==> config.mk <==
export PLATFORM = sky130hd
export DESIGN_NAME = pc_branch_unit
export DESIGN_NICKNAME = d
export VERILOG_FILES = /design/src/rtl/pc_branch_unit.sv
export SDC_FILE = /design/constraint.sdc
export NUM_CORES = 1
export LEC_CHECK = 0
export ABC_AREA = 1
export ABC_CLOCK_PERIOD_IN_PS = 1500
export CORE_MARGIN = 3
export CORE_UTILIZATION = 30
export DETAILED_ROUTE_END_ITERATION = 10
export GPL_ROUTABILITY_DRIVEN = 0
export PLACE_DENSITY = 0.66
export SYNTH_ARGS = -nofsm -noshare
export SYNTH_HDL_FRONTEND = slang
export SYNTH_SLANG_ARGS = --single-unit
==> constraint.sdc <==
create_clock -name clk -period 1.5 [get_ports clk]
set_clock_uncertainty 0.15 [all_clocks]
set_input_delay 0.3 -clock clk [delete_from_list [all_inputs] [get_ports clk]]
set_output_delay 0.3 -clock clk [all_outputs]
set_load 0.03 [all_outputs]
==> src/rtl/pc_branch_unit.sv <==
// Program counter and control-flow decode for the 4-bit datapath, with a RUN/HALT retire gate.
// Optional return stack for CALL/RET is built when CALL_STACK_EN is defined.
module pc_branch_unit #(
    parameter logic [3:0] RESET_PC    = 4'h0,
    parameter int         STACK_DEPTH = 4
) (
    input  logic       clk,
    input  logic       rst_n,
    input  logic       step,
    input  logic [3:0] op,
    input  logic [3:0] imm,
    input  logic       zf,
    output logic [3:0] pc,
    output logic       halted,
    output logic       wrap,
    output logic       stk_err
);

    typedef enum logic {
        RUN  = 1'b0,
        HALT = 1'b1
    } state_e;

    state_e     state_q, state_d;
    logic [3:0] pc_q, pc_d;
    logic [3:0] pc_inc;
    logic       wrap_q, wrap_d;
    logic       use_inc;

    assign pc_inc = pc_q + 4'd1;

    generate
        if (STACK_DEPTH < 1 || STACK_DEPTH > 8) begin : g_bad_depth
            $error("pc_branch_unit: STACK_DEPTH must be 1..8");
        end
    endgenerate

`ifdef CALL_STACK_EN
    localparam int SP_W  = $clog2(STACK_DEPTH + 1);
    localparam int IDX_W = (STACK_DEPTH > 1) ? $clog2(STACK_DEPTH) : 1;

    logic [SP_W-1:0]  sp_q, sp_d;
    logic             stk_err_q, stk_err_d;
    logic             push_en;
    logic [IDX_W-1:0] push_idx, top_idx;
    logic [3:0]       stack_q [0:(1 << IDX_W)-1];

    assign push_idx = IDX_W'(sp_q);
    assign top_idx  = IDX_W'(sp_q - SP_W'(1));
`endif

    always_comb begin
        pc_d    = pc_q;
        state_d = state_q;
        use_inc = 1'b0;
`ifdef CALL_STACK_EN
        sp_d      = sp_q;
        stk_err_d = stk_err_q;
        push_en   = 1'b0;
`endif
        if (state_q == RUN && step) begin
            case (op)
                4'hF: pc_d = imm;
                4'hE: if (zf) pc_d = imm; else use_inc = 1'b1;
                4'hD: if (!zf) pc_d = imm; else use_inc = 1'b1;
                4'hC: state_d = HALT;
`ifdef CALL_STACK_EN
                4'hA: begin
                    if (sp_q == SP_W'(STACK_DEPTH)) begin
                        use_inc   = 1'b1;
                        stk_err_d = 1'b1;
                    end else begin
                        push_en = 1'b1;
                        sp_d    = sp_q + SP_W'(1);
                        pc_d    = imm;
                    end
                end
                4'hB: begin
                    if (sp_q == '0) begin
                        use_inc   = 1'b1;
                        stk_err_d = 1'b1;
                    end else begin
                        pc_d = stack_q[top_idx];
                        sp_d = sp_q - SP_W'(1);
                    end
                end
`endif
                default: use_inc = 1'b1;
            endcase
        end
        if (use_inc) pc_d = pc_inc;
        // Only the sequential increment path reports a wrap; jumps to 0 do not.
        wrap_d = use_inc && (pc_q == 4'hF);
    end

    always_ff @(posedge clk or negedge rst_n) begin
        if (!rst_n) begin
            state_q <= RUN;
            pc_q    <= RESET_PC;
            wrap_q  <= 1'b0;
        end else begin
            state_q <= state_d;
            pc_q    <= pc_d;
            wrap_q  <= wrap_d;
        end
    end

`ifdef CALL_STACK_EN
    always_ff @(posedge clk or negedge rst_n) begin
        if (!rst_n) begin
            sp_q      <= '0;
            stk_err_q <= 1'b0;
        end else begin
            sp_q      <= sp_d;
            stk_err_q <= stk_err_d;
        end
    end

    // Entries are only read below the stack pointer, so they need no reset.
    always_ff @(posedge clk) begin
        if (push_en) stack_q[push_idx] <= pc_inc;
    end

    assign stk_err = stk_err_q;
`else
    assign stk_err = 1'b0;
`endif

    assign pc     = pc_q;
    assign halted = (state_q == HALT);
    assign wrap   = wrap_q;

endmodule

==> impl_metrics.json <==
{
  "ys_top_cells_by_area": "dfrtp_1 (34%), nand2_1 (15%), inv_1 (7.7%)",
  "internal_power_mw": 0.5118,
  "cp_cell_sequence": "dlygate4sd2_1",
  "path_depth": 1,
  "comb_power_share_pct": 51.6,
  "grt_setup_unrepaired": "false",
  "setup_ws_ns": 0.1013,
  "hold_buffers": 0,
  "grt_pass1_wl_um": 1635,
  "total_power_mw": 0.9040,
  "synthDominantCellAreaShare_pct": 34.19,
  "avgSynthCellArea_um2": 7.705,
  "drt_iter0_drc": 7,
  "cp-end-kind": "output pin",
  "met2_usage_pct": 19.48,
  "status": "complete, no violations",
  "power.switching_mw": 0.3922,
  "wl_per_cell_um": 9.990,
  "startpoint_type": "flop",
  "reg2reg_depth": 5,
  "finalCoreUtilization_pct": 50.00,
  "vias_per_cell": 4.438,
  "grt_overflow": 0,
  "leakage_nw": 0.3620,
  "switching_share_pct": 43.38,
  "setup-violations-final": 0,
  "initial_core_util_pct": 32.93,
  "io_buffers": 17,
  "tns_ns": 0,
  "vias": 426,
  "final_cell_area_um2": 666.9,
  "place_area_um2": 645.6,
  "crit_arrival_ns": 0.95,
  "antenna_cells": 0,
  "min_period_ns": 1.399,
  "post-place-ws_ns": -0.1198,
  "cts_tree": "built",
  "chipWidth_um": 44.26,
  "synth-seq-cells": 6,
  "cts_buffers": 3,
  "dp_cells": 93,
  "fmax_mhz": 714.9,
  "antenna_left": 0,
  "synth_area_leader_cell": "dfrtp_1",
  "pin_count": 19,
  "syn_to_final_growth_pct": 51.85,
  "htreeDepth": 1,
  "synthCells": 57,
  "critical_path_class": "flop to output pin",
  "crit_family": "buffers and inverters",
  "cp_max_fo": 1,
  "clockBufferDepth": 2,
  "power_frac_seq_pct": 31.9,
  "clkSlewWorstSetupHoldPaths_ns": 0.05,
  "nets": 96,
  "hold_violations": 0,
  "reg2reg_slack_ns": 0.21,
  "drive_above_1_share_pct": 28.40,
  "critical_path_buf_inv_count": 1,
  "irDropWorstVdd_mv": 0.7776,
  "drc": 0,
  "ys_seq_area_share_pct": 34.19,
  "crit_end": "wrap",
  "hold_class": "input pin to asynchronous set/reset pin",
  "power_density_nw_per_um2": 1356,
  "dp_hpwl_um": 765.2,
  "r2r_end": "pc[2]$_DFFE_PN0P_",
  "stdcell_count": 96,
  "crit_slowest_cell": "dlygate4sd2_1",
  "hold_ws_ns": 0.1417,
  "drt_pass1_iterations": 4,
  "worstSkewPairLatency_ns": 0.25,
  "die_y_um": 44.26,
  "synth_cell_types": 17,
  "grt_antenna_before_repair": 0,
  "wirelength_um": 959,
  "crit_start": "wrap$_DFF_PN0_",
  "clkPwrFrac_pct": 16.5,
  "grtUsageMet3_pct": 6.504,
  "grt_pass1_vias": 389,
  "met1_usage_pct": 13.43,
  "fin_crit_sh_pct": 93.25,
  "post_cts_buffers": 0,
  "grt_use_total_pct": 11.74,
  "clock-sinks": 6,
  "root_buffer": "clkbuf_4",
  "core_area_um2": 1334,
  "slowest_delay_ns": 0.39,
  "crit_required_ns": 1.05,
  "maxCapViolCount": 0,
  "grt_start_max_net_pins": 7,
  "slew_violations": 0,
  "syn_area_um2": 439.2,
  "fp-row-count": 13,
  "ys_warn_count": 0,
  "r2r_start": "pc[1]$_DFFE_PN0P_",
  "die_area_um2": 1959,
  "grt_most_used_layer": "met2",
  "syn_nets": 70
}
flip-flops by register name, summed over array words and instances, names as in the netlist:
signal and flops:
halted 1, pc 4, wrap 1
cell families (layout without fill, tap and decap cells):
kind of cell / Yosys count / after routing / synth area share, %
buf+inv: 13 / 37 / 11.97
compound gates: 3 / 3 / 3.989
xor+xnor: 1 / 1 / 1.995
fa+ha+maj: 1 / 1 / 2.849
simple gates: 32 / 32 / 44.16
flops: 6 / 6 / 34.19
other cells: 1 / 1 / 0.8539
repair_timing:
action | in CTS | in global routing
endpoints found under the hold margin | 0 | 0
resized for setup | 1 | 0
setup endpoints to repair | 1 | 0
worst min path at each step:
stage / startpoint / endpoint / slack (ns) / cells past startpoint
floorplan: rst_n / halted$_DFFE_PN0P_ / -0.15 / 0
global placement: rst_n / halted$_DFFE_PN0P_ / 0.40 / 1
detailed placement: rst_n / wrap$_DFF_PN0_ / 0.40 / 1
CTS: rst_n / wrap$_DFF_PN0_ / 0.15 / 1
global route: rst_n / wrap$_DFF_PN0_ / 0.15 / 1
finish: rst_n / halted$_DFFE_PN0P_ / 0.14 / 1
per-layer routing:
| metal | vias up | wire, um |
|---|---|---|
| li1 | 222 | - |
| met1 | 185 | 387 |
| met2 | 19 | 469 |
| met3 | 0 | 102 |
| met4 | 0 | 0 |
| met5 | - | 0 |
cell type report:
class,count,area [um2]
clock buffers,3,22.52
fillers,140,666.9
inverters,12,45.04
multi-input cells,38,236.5
flip-flops and latches,6,150.1
well taps,15,18.77
repair buffers,22,193.9
power by group through the flow:
| stage | Combinational, mW | Clock (mW) | Sequential [mW] |
|---|---|---|---|
| finish | 0.466 | 0.149 | 0.288 |
| global route | 0.510 | 0.172 | 0.302 |
| CTS | 0.475 | 0.156 | 0.291 |
| detailed placement | 0.471 | 0 | 0.290 |
| global placement | 0.465 | 0 | 0.289 |
| floorplan | 0.162 | 0 | 0.405 |
cell usage after synthesis:
library cell,instances
nand3_2,3
o21bai_1,1
nand2_4,2
a21oi_1,2
nor2_1,1
nand3_4,1
nand3_1,6
inv_2,3
nand2_1,17
dfrtp_1,6
ha_1,1
nand4_1,1
xnor2_1,1
inv_1,9
buf_4,1
conb_1,1
nor2_8,1
placed cells by master (no fill, tap or decap), types with 2 or more instances in the layout:
master / count
inv_2: 3
inv_1: 9
nand2_1: 17
clkdlybuf4s50_1: 11
clkbuf_4: 3
buf_4: 10
dfrtp_1: 6
nand3_1: 6
nand3_2: 3
nand2_4: 2
a21oi_1: 2
No activity file was read; power rests on OpenSTA's default activity.
